--- config.mk ---
export PLATFORM = sky130hd
export DESIGN_NAME = matmul_mem_arbiter
export DESIGN_NICKNAME = d
export VERILOG_FILES = /design/src/rtl/matmul_mem_pkg.sv /design/src/rtl/matmul_mem_arbiter_rr_picker.sv /design/src/rtl/matmul_mem_arbiter.sv
export SDC_FILE = /design/constraint.sdc
export NUM_CORES = 1
export LEC_CHECK = 0
export CAP_MARGIN = 20
export CORE_MARGIN = 2
export CORE_UTILIZATION = 33
export DETAILED_ROUTE_END_ITERATION = 7
export PLACE_DENSITY = 0.75
export SLEW_MARGIN = 20
export SYNTH_ARGS = -nofsm -noshare
export SYNTH_HDL_FRONTEND = slang
export SYNTH_SLANG_ARGS = --single-unit
--- constraint.sdc ---
create_clock -name clk -period 3.2 [get_ports clk]
set_clock_uncertainty 0.15 [all_clocks]
set_input_delay 0.64 -clock clk [delete_from_list [all_inputs] [get_ports clk]]
set_output_delay 0.64 -clock clk [all_outputs]
set_load 0.02 [all_outputs]
--- src/rtl/matmul_mem_pkg.sv ---
// rtl/matmul_mem_pkg.sv - shared arbiter state type and requester indices for the matmul memory port
`ifndef MEM_PORT_WIDTH
`define MEM_PORT_WIDTH 16
`endif
`ifndef OUTPUT_MAT_BASE_ADDR
`define OUTPUT_MAT_BASE_ADDR 32'h0000_1000
`endif
`ifndef MEM_ADDR_INCR
`define MEM_ADDR_INCR 4
`endif

package matmul_mem_pkg;

  typedef enum logic [1:0] {
    IDLE,
    ISSUE,
    WAIT,
    RESP
  } arb_state_t;

  localparam int REQ_WEIGHT = 0;
  localparam int REQ_INPUT  = 1;
  localparam int REQ_OUTPUT = 2;

endpackage

--- src/rtl/matmul_mem_arbiter_rr_picker.sv ---
// rtl/matmul_mem_arbiter_rr_picker.sv - combinational round-robin picker starting the search at rr_ptr
module rr_picker #(
  parameter int NUM_REQ = 3,
  parameter int IDX_W   = 2
) (
  input  logic [NUM_REQ-1:0] req,
  input  logic [IDX_W-1:0]   rr_ptr,
  output logic               valid,
  output logic [IDX_W-1:0]   winner
);

  logic [2*NUM_REQ-1:0] doubled;
  logic [NUM_REQ-1:0]   rotated;
  logic [IDX_W:0]       offset;
  logic [IDX_W:0]       sum;

  always_comb begin
    doubled = {req, req};
    rotated = NUM_REQ'(doubled >> rr_ptr);
    valid   = 1'b0;
    offset  = '0;
    // Scan from the far end so the requester closest to rr_ptr wins last.
    for (int i = NUM_REQ - 1; i >= 0; i--) begin
      if (rotated[i]) begin
        valid  = 1'b1;
        offset = (IDX_W+1)'(i);
      end
    end
    sum = {1'b0, rr_ptr} + offset;
    if (sum >= (IDX_W+1)'(NUM_REQ)) begin
      sum = sum - (IDX_W+1)'(NUM_REQ);
    end
    winner = sum[IDX_W-1:0];
  end

endmodule

--- src/rtl/matmul_mem_arbiter.sv ---
// rtl/matmul_mem_arbiter.sv - single-port memory arbiter for the matmul loaders and output writer
`ifndef MEM_PORT_WIDTH
`define MEM_PORT_WIDTH 16
`endif

module matmul_mem_arbiter
  import matmul_mem_pkg::*;
#(
  parameter int NUM_REQ            = 3,
  parameter int MEM_ACCESS_LATENCY = 2,
  parameter int DATA_W             = `MEM_PORT_WIDTH
) (
  input  logic                        clk,
  input  logic                        rst,
  input  logic                        stall,
  input  logic [NUM_REQ-1:0]          req,
  input  logic [NUM_REQ-1:0]          req_we,
  input  logic [NUM_REQ-1:0]          req_lock,
  input  logic [NUM_REQ*32-1:0]       req_addr,
  input  logic [NUM_REQ*DATA_W-1:0]   req_wdata,
  output logic [NUM_REQ-1:0]          gnt,
  output logic [NUM_REQ-1:0]          ack,
  output logic [DATA_W-1:0]           rdata,
  output logic                        busy,
  output logic [31:0]                 mem_addr,
  output logic                        mem_wr_en,
  output logic                        mem_rd_en,
  output logic [DATA_W-1:0]           mem_data,
  input  logic [DATA_W-1:0]           mem_rdata
);

  localparam int IDX_W = (NUM_REQ > 1) ? $clog2(NUM_REQ) : 1;
  localparam int CNT_W = $clog2(MEM_ACCESS_LATENCY + 1);

  arb_state_t         state;
  arb_state_t         next_state;
  logic [IDX_W-1:0]   rr_ptr;
  logic [IDX_W-1:0]   next_ptr;
  logic [IDX_W-1:0]   owner;
  logic               owner_we;
  logic [CNT_W-1:0]   wait_cnt;

  logic               pick_valid;
  logic [IDX_W-1:0]   pick_idx;
  logic               sel_we;
  logic               sel_lock;
  logic [31:0]        sel_addr;
  logic [DATA_W-1:0]  sel_wdata;
  logic [NUM_REQ-1:0] pick_onehot;
  logic [NUM_REQ-1:0] owner_onehot;
  logic               capture;

  rr_picker #(
    .NUM_REQ (NUM_REQ),
    .IDX_W   (IDX_W)
  ) u_rr_picker (
    .req    (req),
    .rr_ptr (rr_ptr),
    .valid  (pick_valid),
    .winner (pick_idx)
  );

  always_comb begin
    sel_we       = 1'b0;
    sel_lock     = 1'b0;
    sel_addr     = '0;
    sel_wdata    = '0;
    pick_onehot  = '0;
    owner_onehot = '0;
    for (int i = 0; i < NUM_REQ; i++) begin
      if (pick_idx == IDX_W'(i)) begin
        sel_we         = req_we[i];
        sel_lock       = req_lock[i];
        sel_addr       = req_addr[i*32 +: 32];
        sel_wdata      = req_wdata[i*DATA_W +: DATA_W];
        pick_onehot[i] = 1'b1;
      end
      if (owner == IDX_W'(i)) begin
        owner_onehot[i] = 1'b1;
      end
    end
  end

  // A locked owner keeps the pointer so it is searched first next time.
  always_comb begin
    if (sel_lock) begin
      next_ptr = pick_idx;
    end else if (pick_idx == IDX_W'(NUM_REQ - 1)) begin
      next_ptr = '0;
    end else begin
      next_ptr = pick_idx + 1'b1;
    end
  end

  always_comb begin
    next_state = state;
    capture    = 1'b0;
    case (state)
      IDLE: begin
        if (!stall && pick_valid) begin
          capture    = 1'b1;
          next_state = ISSUE;
        end
      end
      ISSUE: next_state = WAIT;
      WAIT: begin
        if (wait_cnt == '0) begin
          next_state = RESP;
        end
      end
      RESP:    next_state = IDLE;
      default: next_state = IDLE;
    endcase
  end

  always_ff @(posedge clk) begin
    if (rst) begin
      state <= IDLE;
    end else begin
      state <= next_state;
    end
  end

  // Outputs are registered from the transition so they line up with the state they belong to.
  always_ff @(posedge clk) begin
    if (rst) begin
      rr_ptr    <= '0;
      owner     <= '0;
      owner_we  <= 1'b0;
      wait_cnt  <= '0;
      gnt       <= '0;
      ack       <= '0;
      busy      <= 1'b0;
      mem_addr  <= '0;
      mem_data  <= '0;
      mem_wr_en <= 1'b0;
      mem_rd_en <= 1'b0;
      rdata     <= '0;
    end else begin
      busy      <= (next_state != IDLE);
      gnt       <= '0;
      ack       <= '0;
      mem_wr_en <= 1'b0;
      mem_rd_en <= 1'b0;
      case (state)
        IDLE: begin
          if (capture) begin
            owner     <= pick_idx;
            owner_we  <= sel_we;
            mem_addr  <= sel_addr;
            mem_data  <= sel_wdata;
            rr_ptr    <= next_ptr;
            gnt       <= pick_onehot;
            mem_wr_en <= sel_we;
            mem_rd_en <= !sel_we;
          end
        end
        ISSUE: begin
          wait_cnt <= CNT_W'(MEM_ACCESS_LATENCY - 1);
        end
        WAIT: begin
          if (wait_cnt == '0) begin
            if (!owner_we) begin
              rdata <= mem_rdata;
            end
            ack <= owner_onehot;
          end else begin
            wait_cnt <= wait_cnt - 1'b1;
          end
        end
        default: begin
        end
      endcase
    end
  end

endmodule

==> impl_metrics.py, run 1 <==
metrics = {
    "synth": {
        "async_reset_ff_frac": 0,
        "synth_top_flop_cell": "dfxtp_1",
        "synth_area_um2": 3820,
        "synth.ff_latch_count": 82,
        "synth.yosys.warnings": 0,
        "ys_types": 44,
        "syn_area_per_cell_um2": 9.75,
        "synth-edff-count": 0,
        "synthCells": 392,
        "syn-num-nets": 572,
        "yosysSeqAreaShare": 0.430,
    },
    "critical_path": {
        "cp.depth": 14,
        "critical_path.cell_chain": "buf_6 -> or4b_4 -> a21oi_2 -> a31oi_2 -> fa_1 -> inv_2 -> ha_4 -> nand4b_1 -> o21ai_4 -> buf_12 -> buf_8 -> buf_12 -> mux2i_2 -> o21ai_1",
        "ff2ff_setup_slack_ps": 30,
        "critPathArrivalTime_ps": 3240,
        "reg2regPathDepth": 13,
        "worstSetupPathType": "primary input to register",
        "r2r_end": "mem_data[13]$_SDFFE_PP0P_",
        "critical_path.endpoint_type": "register",
        "critical-path-max-stage-delay_ps": 520,
        "timing.critical_path.to": "mem_data[13]$_SDFFE_PP0P_",
        "timing.critical_path.fanout_max": 7,
        "critical-path-top-cell-by-count": "buf_12",
        "category_of_the_worst_setup_path_launch_point": "primary input",
        "crit_buf_inv": 5,
        "crit_start": "req[0]",
        "r2r_start": "rr_ptr[1]$_SDFFE_PP0P_",
        "timing.critical_path.slowest_stage_cell": "fa_1",
        "path_delay_family": "simple AND/OR/NAND/NOR gates",
        "cp.required_ps": 3250,
    },
    "place": {
        "place_worst_setup_slack_ps": -727,
        "place.gp.congestion": 0.859,
        "place.detailed.hpwl_um": 9820,
        "port_buffer_count": 244,
    },
    "pwr": {
        "power.sequential.fraction": 0.211,
        "net-switching-power_mw": 3.27,
        "p_clk_frac": 0.118,
        "switching_share": 0.403,
        "p_comb_frac": 0.670,
        "leakage_nw": 2.64,
        "ir_worst_vdd_v": 0.000595,
        "cellPowerDensity_nw_per_um2": 1120,
        "intPower_mw": 4.85,
    },
    "grt": {
        "grt_pass1_vias": 4371,
        "antenna_violations_before_repair": 0,
        "grt_use_total": 0.212,
        "global_route.overflow_total": 0,
        "grt_pass1_wl_um": 21300,
        "maximum_number_of_pins_on_one_net_before_global_route_repair": 51,
    },
    "timing": {
        "max_clock_freq_mhz": 314,
        "finalMaxSlewViolations": 0,
        "hold_ws_ps": 301,
        "unrepaired_setup_endpoints_after_global_routing": "true",
        "max_slew_margin": 0.419,
        "final.period_utilization": 0.995,
        "worst_slack_ps": 16.5,
        "period_needed_ps": 3180,
        "hold_viol_final": 0,
        "totalNegativeSetupSlack_ps": 0,
        "setup_viol_count_final": 0,
        "worst_pin_slew_ps": 869,
    },
    "cts": {
        "cts_buffers": 9,
        "worstSkewPairLatency_ps": 330,
        "clock_root_buffer": "clkbuf_16",
        "cts.clk_slew.worst_paths_ps": 60,
        "max-clock-path-buffers": 2,
        "cts_htree_levels": 3,
        "clock_sinks": 82,
        "tritoncts": "yes",
    },
    "finish": {
        "mostFrequentLayoutCell": "clkdlybuf4s50_1",
        "mostFrequentLayoutCells": "clkdlybuf4s50_1, dfxtp_1, o21ai_1, a32oi_1, mux2i_1",
        "final_net_count": 838,
        "drive_above_1_share": 0.158,
        "layout_overhead_on_the_synthesized_area_pct": 89.2,
        "insertedDiodeCount": 0,
    },
    "die": {
        "dieHeight_um": 112,
        "die_footprint_um2": 12500,
        "floorplan.die.width_um": 112,
        "core-area_um2": 11400,
        "io_pins": 245,
        "placementRows": 39,
        "effective_utilization_at_floorplan": 0.336,
    },
    "routing": {
        "met3RoutedLength_um": 913,
        "detail_route.first_pass.iterations": 4,
        "m1WireLength_um": 5220,
        "drt-initial-drc-count": 200,
        "route.vias.total": 4142,
        "final_antenna_net_count": 0,
        "wl_um": 13800,
        "top_signal_layer_used": "met4",
        "drt-wirelength-per-cell_um": 17.2,
        "via_per_inst": 5.14,
        "detailroute.wirelength.met2_um": 7350,
        "remaining_drc_errors": 0,
    },
    "min_path": {
        "min_path_type": "register to register",
    },
    "run_status": {
        "run_status": "finished clean",
    },
    "flow_run": {
        "drv_cap": 0,
    },
}
## state kept, by name (all words and copies together), names as in the netlist, 2 cells and up
register,cells
ack,3
gnt,3
mem_addr,32
mem_data,16
owner,2
rdata,16
rr_ptr,2
state,2
wait_cnt,2
## worst reg2reg max path, cell delays in order (launching register included)
cell      delay (ps)
dfxtp_4          370
or4b_4           520
a21oi_2          140
a31oi_2           50
fa_1             520
inv_2             50
ha_4             160
nand4b_1         250
o21ai_4          120
buf_12           150
buf_8            110
buf_12           140
mux2i_2          220
o21ai_1           90
## synth_stat cells, types with 2 or more instances
master | n | area (um2)
a32oi_1 | 49 | 429
o22ai_1 | 2 | 12.5
nor2_1 | 7 | 26.3
o211a_1 | 2 | 20.0
o21ai_0 | 2 | 10.0
nand2b_1 | 2 | 12.5
buf_2 | 11 | 55.1
or2_2 | 2 | 12.5
inv_1 | 11 | 41.3
mux2i_1 | 50 | 500
nand2_1 | 36 | 135
o21ai_1 | 51 | 255
dfxtp_1 | 82 | 1640
clkbuf_1 | 3 | 11.3
a211oi_1 | 4 | 30.0
buf_6 | 5 | 56.3
buf_4 | 12 | 90.1
a21oi_1 | 22 | 110
nor3b_1 | 5 | 37.5
ha_1 | 7 | 87.6
nor4b_1 | 2 | 17.5
and3_1 | 2 | 12.5
nor2b_1 | 2 | 12.5
## area by class of cell
type,count,area [um2]
repair buffers,288,2980
inverters,11,41.3
clock buffers,9,225
fillers,941,4140
clock inverters,7,51.3
well taps,143,179
flip-flops and latches,82,1650
multi-input cells,266,2110
## worst min path at each step
| stage | to | start | cells past startpoint | slack (ps) |
|---|---|---|---|---|
| final | rdata[10]$_SDFFE_PP0P_ | rdata[10]$_SDFFE_PP0P_ | 2 | 300 |
| after global routing | rdata[10]$_SDFFE_PP0P_ | rdata[10]$_SDFFE_PP0P_ | 2 | 330 |
| after CTS | rdata[10]$_SDFFE_PP0P_ | rdata[10]$_SDFFE_PP0P_ | 2 | 310 |
| after detailed placement | rdata[10]$_SDFFE_PP0P_ | rdata[10]$_SDFFE_PP0P_ | 2 | 300 |
| after global placement | rdata[15]$_SDFFE_PP0P_ | rdata[15]$_SDFFE_PP0P_ | 2 | 290 |
| after floorplan | ack[2]$_SDFF_PP0_ | owner[0]$_SDFFE_PP0P_ | 1 | 290 |
## metrics by stage
step	utilization	instance area [um2]	std cells	total power, mW
after floorplan	-	3880	392	4.41
after global placement	0.576	6550	775	5.92
after detailed placement	0.576	6550	775	6.04
after CTS	0.619	7040	800	7.76
after global routing	0.636	7230	806	8.54
final	0.636	7230	806	8.11
## power groups by stage
stage | combinational (mW) | sequential, mW | clock, mW
after detailed placement | 4.32 | 1.72 | 0
after CTS | 5.07 | 1.71 | 0.984
final | 5.44 | 1.71 | 0.961
after global routing | 5.74 | 1.76 | 1.03
after global placement | 4.23 | 1.70 | 0
after floorplan | 2.23 | 2.17 | 0
## timing repair
action	CTS	global route
hold buffers	0	0
setup endpoints to repair	58	57
resized for setup	26	33
buffers inserted	6	5
cloned	3	2
pin swaps	3	9
## routing by layer
metal | track usage | vias to the layer above
met2 | 0.404 | 167
li1 | - | 2011
met5 | 0 | -
met1 | 0.217 | 1938
met4 | 0.0790 | 0
met3 | 0.0615 | 26
## cell families (layout without fill, tap and decap cells)
logic type	Yosys count	count (layout)	synth area share
and+or+nand+nor	69	69	0.0986
DFF	82	82	0.430
adders and majority gates	8	8	0.0282
buffers and inverters	44	315	0.0688
AOI/OAI and AO/OA	139	139	0.244
muxes	50	50	0.131
Power figures use the tool's default switching activity.
==> run 2, diff against run 1 <==
Settings changed: ABC_AREA set to 1, CORE_UTILIZATION 33 to 34, GPL_TIMING_DRIVEN set to 0, SETUP_SLACK_MARGIN set to 0.15.
==> impl_metrics.py, run 2 <==
metrics = {
    "pwr": {
        "p_comb_frac": 0.735,
        "total_power_mw": 9.44,
        "p_clk_frac": 0.109,
        "ir_worst_vdd_v": 0.000840,
        "leakage_nw": 3.35,
        "switching_share": 0.458,
        "cellPowerDensity_nw_per_um2": 1240,
        "intPower_mw": 5.12,
        "net-switching-power_mw": 4.32,
        "power.sequential.fraction": 0.156,
    },
    "synth": {
        "yosysSeqAreaShare": 0.397,
        "synth.ff_latch_count": 82,
        "synth-edff-count": 0,
        "syn_area_per_cell_um2": 6.30,
        "synth_area_um2": 4130,
        "ys_types": 25,
        "netlist_top_cells_count": "nand2_1, nor2_1, dfxtp_1",
        "synth_top_flop_cell": "dfxtp_1",
        "synthCells": 656,
        "async_reset_ff_frac": 0,
        "yosysMostFrequentCell": "nand2_1",
        "synth.top_cells.by_area": "dfxtp_1, nand2_1, nor2_1",
        "post-synth-top-area-cell": "dfxtp_1",
        "synth.yosys.warnings": 0,
        "syn-num-nets": 836,
        "synth_top_area_frac": 0.397,
    },
    "place": {
        "place_worst_setup_slack_ps": -784,
        "port_buffer_count": 244,
        "place.detailed.hpwl_um": 11300,
        "place.gp.congestion": 0.807,
        "place_inst": 1047,
    },
    "die": {
        "effective_utilization_at_floorplan": 0.347,
        "die_footprint_um2": 13000,
        "floorplan.die.width_um": 114,
        "io_pins": 245,
        "core-area_um2": 11900,
        "dieHeight_um": 114,
        "placementRows": 40,
    },
    "grt": {
        "grt_pass1_wl_um": 23500,
        "grt_pass1_vias": 4745,
        "maximum_number_of_pins_on_one_net_before_global_route_repair": 15,
        "antenna_violations_before_repair": 0,
        "grt_use_total": 0.232,
        "global_route.overflow_total": 0,
    },
    "critical_path": {
        "worstSetupPathType": "primary input to register",
        "ff2ff_setup_slack_ps": 120,
        "category_of_the_worst_setup_path_launch_point": "primary input",
        "r2r_end": "mem_addr[18]$_SDFFE_PP0P_",
        "critPathArrivalTime_ps": 3200,
        "critical_path.endpoint_type": "register",
        "cp.required_ps": 3320,
        "r2r_start": "rr_ptr[0]$_SDFFE_PP0P_",
        "timing.critical_path.fanout_max": 10,
        "reg2regPathDepth": 21,
        "timing.critical_path.to": "mem_addr[18]$_SDFFE_PP0P_",
        "crit_start": "req[1]",
    },
    "flow_run": {
        "drv_cap": 0,
    },
    "finish": {
        "insertedDiodeCount": 0,
        "mostFrequentLayoutCell": "clkdlybuf4s50_1",
        "layout_top_registers": "mem_addr: 32 flops, mem_data: 16 flops, rdata: 16 flops",
        "final_core_utilization": 0.638,
        "register_cell_area_after_layout_um2": 1650,
        "largest_reg_flops": 32,
        "largest_register": "mem_addr",
        "layout_filler_cell_count": 1124,
        "mostFrequentLayoutCells": "clkdlybuf4s50_1, nand2_1, nor2_1",
        "final_net_count": 1115,
        "multi_input_logic_area_um2": 2380,
        "drive_above_1_share": 0.131,
        "layoutNonFillerInstCount": 1087,
        "layout_overhead_on_the_synthesized_area_pct": 84.0,
    },
    "routing": {
        "drt-initial-drc-count": 151,
        "wl_um": 15500,
        "top_signal_layer_used": "met4",
        "detail_route.first_pass.iterations": 4,
        "m1WireLength_um": 6220,
        "final_antenna_net_count": 0,
        "route.vias.total": 4958,
        "met3RoutedLength_um": 1160,
        "drt-wirelength-per-cell_um": 14.2,
        "remaining_drc_errors": 0,
        "detailroute.wirelength.met2_um": 7770,
        "via_per_inst": 4.56,
    },
    "cts": {
        "worstSkewPairLatency_ps": 340,
        "clock_sinks": 82,
        "cts_htree_levels": 3,
        "clock_root_buffer": "clkbuf_16",
        "max-clock-path-buffers": 2,
        "cts_buffers": 9,
        "cts.hold.buffers_added": 0,
        "cts.clk_slew.worst_paths_ps": 60,
        "tritoncts": "yes",
    },
    "timing": {
        "final.period_utilization": 0.964,
        "worst_pin_slew_ps": 512,
        "totalNegativeSetupSlack_ps": 0,
        "period_needed_ps": 3090,
        "max_clock_freq_mhz": 324,
        "max_slew_margin": 0.658,
        "worst_slack_ps": 114,
        "hold_viol_final": 0,
        "setup_viol_count_final": 0,
        "finalMaxSlewViolations": 0,
        "unrepaired_setup_endpoints_after_global_routing": "true",
    },
    "min_path": {
        "min_path_type": "register to register",
    },
    "run_status": {
        "run_status": "finished clean",
    },
}
==> run 2: changes by cell type in the layout (fill, tap and decap cells not counted), sizes merged, moves of 13 or more <==
cell   before  now
mux2i      50    0
o21ai      53   77
nand2      37  249
a21oi      23    6
nor2        7  142
inv        14   27
nand3       0   22
a32oi      49    0
==> run 2: worst max-delay path: stages <==
cell and delay, ps:
buf_6 100, nand2_2 60, o21ai_2 70, nand2_1 70, o21ai_2 60, nor2_1 110, ha_2 180, inv_2 40
fa_2 560, inv_2 60, ha_4 170, inv_4 80, nand3_4 90, nand2_4 100, nand2_8 70, nor2_4 170
buf_8 180, buf_8 140, nand2_1 50, nand2_1 60, nor2_2 40, nor2_1 90
==> run 2: how the worst min path moves through the flow <==
stage | from | endpoint | slack (ps) | cells after the start
2_1_floorplan | owner[1]$_SDFFE_PP0P_ | ack[0]$_SDFF_PP0_ | 260 | 1
3_3_place_gp | owner[1]$_SDFFE_PP0P_ | ack[0]$_SDFF_PP0_ | 280 | 1
3_5_place_dp | owner[1]$_SDFFE_PP0P_ | ack[0]$_SDFF_PP0_ | 310 | 1
4_1_cts | owner[1]$_SDFFE_PP0P_ | ack[0]$_SDFF_PP0_ | 320 | 1
5_1_grt | wait_cnt[1]$_SDFFE_PP0P_ | wait_cnt[1]$_SDFFE_PP0P_ | 320 | 2
6_report | wait_cnt[1]$_SDFFE_PP0P_ | wait_cnt[1]$_SDFFE_PP0P_ | 320 | 2
==> run 2: cells by family after synthesis <==
kind of cell	Yosys count	synth area share
simple gates	418	0.398
compound gates	86	0.107
flops	82	0.397
buf+inv	62	0.0718
fa+ha+maj	8	0.0260
==> run 2: area by class of cell <==
cell class | count | share of cell area
multi-input cells | 512 | 0.313
repair buffers | 268 | 0.356
inverters | 27 | 0.0146
plain buffers | 35 | 0.0367
well taps | 147 | 0.0242
flip-flops and latches | 82 | 0.217
clock buffers | 9 | 0.0296
clock inverters | 7 | 0.00922
==> run 2: stage by stage <==
stage | instance area, um2 | hold slack (ps)
2_1_floorplan | 4160 | 265
3_3_place_gp | 6790 | 283
3_5_place_dp | 6790 | 307
4_1_cts | 7320 | 319
5_1_grt | 7600 | 322
6_report | 7600 | 322
==> run 2: power by group through the flow <==
stage	Clock, mW	Combinational, mW	Sequential, mW
2_1_floorplan	0	3.09	1.79
3_3_place_gp	0	5.15	1.47
3_5_place_dp	0	5.19	1.48
4_1_cts	1.05	5.97	1.47
5_1_grt	1.09	7.57	1.50
6_report	1.03	6.94	1.47
==> run 2: metal layers <==
layer | track usage | up-vias
met5 | 0 | -
met4 | 0.0846 | 0
li1 | - | 2603
met3 | 0.0662 | 21
met2 | 0.412 | 165
met1 | 0.265 | 2169
==> run 2: repair_timing <==
| item | 4_1_cts | 5_1_grt |
|---|---|---|
| endpoints found under the hold margin | 0 | 0 |
| endpoints found under the setup margin | 53 | 52 |
| pin swaps | 19 | 24 |
| gates cloned | 1 | 1 |
| resized for setup | 46 | 62 |
| buffers inserted | 14 | 8 |
==> run 3, diff against run 2 <==
--- a/config.mk
+++ b/config.mk
@@ -7,6 +7,5 @@
 export LEC_CHECK = 0
-export ABC_AREA = 1
 export CAP_MARGIN = 20
 export CORE_MARGIN = 2
-export CORE_UTILIZATION = 34
+export CORE_UTILIZATION = 33
 export DETAILED_ROUTE_END_ITERATION = 7
--- a/constraint.sdc
+++ b/constraint.sdc
@@ -4,2 +4,2 @@
 set_output_delay 0.64 -clock clk [all_outputs]
-set_load 0.02 [all_outputs]
+set_load 0.005 [all_outputs]
==> impl_metrics.py, run 3 (same netlist as run 1, synthesis figures left out) <==
metrics = {
    "die": {
        "floorplan.die.width_um": 112,
        "effective_utilization_at_floorplan": 0.336,
        "dieHeight_um": 112,
        "core-area_um2": 11400,
        "io_pins": 245,
        "placementRows": 39,
        "die_footprint_um2": 12500,
    },
    "critical_path": {
        "crit_buf_inv": 6,
        "critical-path-max-stage-delay_ps": 550,
        "r2r_start": "rr_ptr[1]$_SDFFE_PP0P_",
        "category_of_the_worst_setup_path_launch_point": "primary input",
        "timing.critical_path.fanout_max": 5,
        "critical_path.endpoint_type": "register",
        "timing.critical_path.to": "mem_addr[12]$_SDFFE_PP0P_",
        "crit_start": "req[0]",
        "cp.required_ps": 3270,
        "critPathArrivalTime_ps": 3270,
        "ff2ff_setup_slack_ps": 30,
        "worstSetupPathType": "primary input to register",
        "reg2regPathDepth": 12,
        "critical_path.cell_chain": "buf_8 -> buf_6 -> nor2b_4 -> a21oi_2 -> a21oi_1 -> ha_2 -> inv_2 -> fa_1 -> inv_2 -> ha_4 -> nand4b_1 -> o21ai_4 -> clkbuf_16 -> clkbuf_16 -> mux2i_1 -> o21ai_1",
        "r2r_end": "mem_addr[12]$_SDFFE_PP0P_",
        "path_delay_family": "adder cells",
        "timing.critical_path.slowest_stage_cell": "fa_1",
        "cp.depth": 16,
    },
    "cts": {
        "clock_root_buffer": "clkbuf_16",
        "cts_htree_levels": 3,
        "max-clock-path-buffers": 2,
        "cts.clk_slew.worst_paths_ps": 80,
        "cts_buffers": 9,
        "tritoncts": "yes",
        "clock_sinks": 82,
        "worstSkewPairLatency_ps": 330,
    },
    "pwr": {
        "p_clk_frac": 0.127,
        "ir_worst_vdd_v": 0.000618,
        "cellPowerDensity_nw_per_um2": 1100,
        "switching_share": 0.365,
        "intPower_mw": 5.17,
        "p_comb_frac": 0.661,
        "net-switching-power_mw": 2.98,
        "power.sequential.fraction": 0.212,
        "leakage_nw": 2.73,
    },
    "place": {
        "place_worst_setup_slack_ps": -875,
        "port_buffer_count": 244,
        "place.gp.congestion": 0.805,
        "place.detailed.hpwl_um": 10600,
    },
    "timing": {
        "worst_slack_ps": 6.15,
        "max_clock_freq_mhz": 313,
        "hold_viol_final": 0,
        "final.period_utilization": 0.998,
        "worst_pin_slew_ps": 622,
        "unrepaired_setup_endpoints_after_global_routing": "true",
        "setup_viol_count_final": 0,
        "period_needed_ps": 3190,
        "finalMaxSlewViolations": 0,
        "max_slew_margin": 0.585,
        "hold_ws_ps": 309,
        "totalNegativeSetupSlack_ps": 0,
    },
    "finish": {
        "largest_register": "mem_addr",
        "layout_filler_cell_count": 928,
        "mostFrequentLayoutCell": "clkdlybuf4s50_1",
        "mostFrequentLayoutCells": "clkdlybuf4s50_1, dfxtp_1, o21ai_1",
        "layout_top_registers": "mem_addr: 32 flops, mem_data: 16 flops, rdata: 16 flops",
        "largest_reg_flops": 32,
        "drive_above_1_share": 0.182,
        "final_net_count": 851,
        "layout_overhead_on_the_synthesized_area_pct": 94.2,
        "insertedDiodeCount": 0,
    },
    "run_status": {
        "run_status": "finished clean",
    },
    "grt": {
        "grt_pass1_wl_um": 22400,
        "global_route.overflow_total": 0,
        "grt_pass1_vias": 4347,
        "antenna_violations_before_repair": 0,
        "maximum_number_of_pins_on_one_net_before_global_route_repair": 18,
        "grt_use_total": 0.225,
    },
    "min_path": {
        "min_path_type": "register to register",
    },
    "routing": {
        "drt-wirelength-per-cell_um": 18.2,
        "detail_route.first_pass.iterations": 4,
        "remaining_drc_errors": 0,
        "final_antenna_net_count": 0,
        "wl_um": 14900,
        "drt-initial-drc-count": 171,
        "route.vias.total": 4252,
        "via_per_inst": 5.19,
    },
    "flow_run": {
        "drv_cap": 0,
    },
}
run 3: changes by cell type in the layout (fill, tap and decap cells not counted), moves of 16 or more:
| cell | before | now |
|---|---|---|
| o21ai_1 | 0 | 49 |
| o21ai_0 | 72 | 1 |
| nand2_2 | 16 | 0 |
| nand2_1 | 225 | 36 |
| mux2i_1 | 0 | 36 |
| nor2_1 | 133 | 6 |
| a32oi_1 | 0 | 45 |
run 3: metrics by stage:
step / instance area [um2] / power (mW) / std cells / utilization
finish: 7420 / 8.15 / 819 / 0.653
global placement: 6530 / 5.53 / 779 / 0.574
CTS: 7080 / 7.34 / 810 / 0.622
global route: 7420 / 8.58 / 819 / 0.653
detailed placement: 6530 / 5.62 / 779 / 0.574
floorplan: 3910 / 4.02 / 392 / -
run 3: worst min-delay path, delay by kind of cell (launching register included):
family	cells	cell delay, ps
simple gates	1	50
flops	1	310
compound gates	1	50
run 3: worst min path at each step:
stage,startpoint,endpoint,depth (start not counted)
after global routing,rdata[7]$_SDFFE_PP0P_,rdata[7]$_SDFFE_PP0P_,2
after global placement,rdata[15]$_SDFFE_PP0P_,rdata[15]$_SDFFE_PP0P_,2
after floorplan,owner[0]$_SDFFE_PP0P_,ack[2]$_SDFF_PP0_,1
after detailed placement,rdata[11]$_SDFFE_PP0P_,rdata[11]$_SDFFE_PP0P_,2
after CTS,rdata[11]$_SDFFE_PP0P_,rdata[11]$_SDFFE_PP0P_,2
final,rdata[11]$_SDFFE_PP0P_,rdata[11]$_SDFFE_PP0P_,2
run 3: repair_timing:
item	in CTS	in global routing
resized for setup	43	45
hold buffers	0	0
cloned	3	5
endpoints found under the hold margin	0	0
pin swaps	6	18
setup buffers	12	4
endpoints found under the setup margin	58	58
run 3: final cells by class:
type | count | area [um2] | share of cell area
Buffer | 33 | 342 | 0.0460
Tap cell | 143 | 179 | 0.0241
Clock buffer | 9 | 225 | 0.0303
Clock inverter | 7 | 72.6 | 0.00978
Sequential cell | 82 | 1650 | 0.222
Multi-Input combinational cell | 266 | 2140 | 0.288
Inverter | 11 | 43.8 | 0.00590
Timing Repair Buffer | 268 | 2770 | 0.374
run 3: power by group through the flow:
stage               logic, mW  clock network, mW  registers [mW]
floorplan                2.30                  0            1.73
CTS                      4.57               1.05            1.71
finish                   5.39               1.03            1.73
global placement         3.83                  0            1.70
global route             5.71               1.10            1.78
detailed placement       3.89                  0            1.73
run 3: layer usage:
metal  vias up  GRT usage  share of wire
met5         -          0              0
met4         0     0.0691          0.021
met3        22     0.0572          0.061
met2       158      0.413           0.53
met1      2026      0.257           0.39
li1       2046          -              -
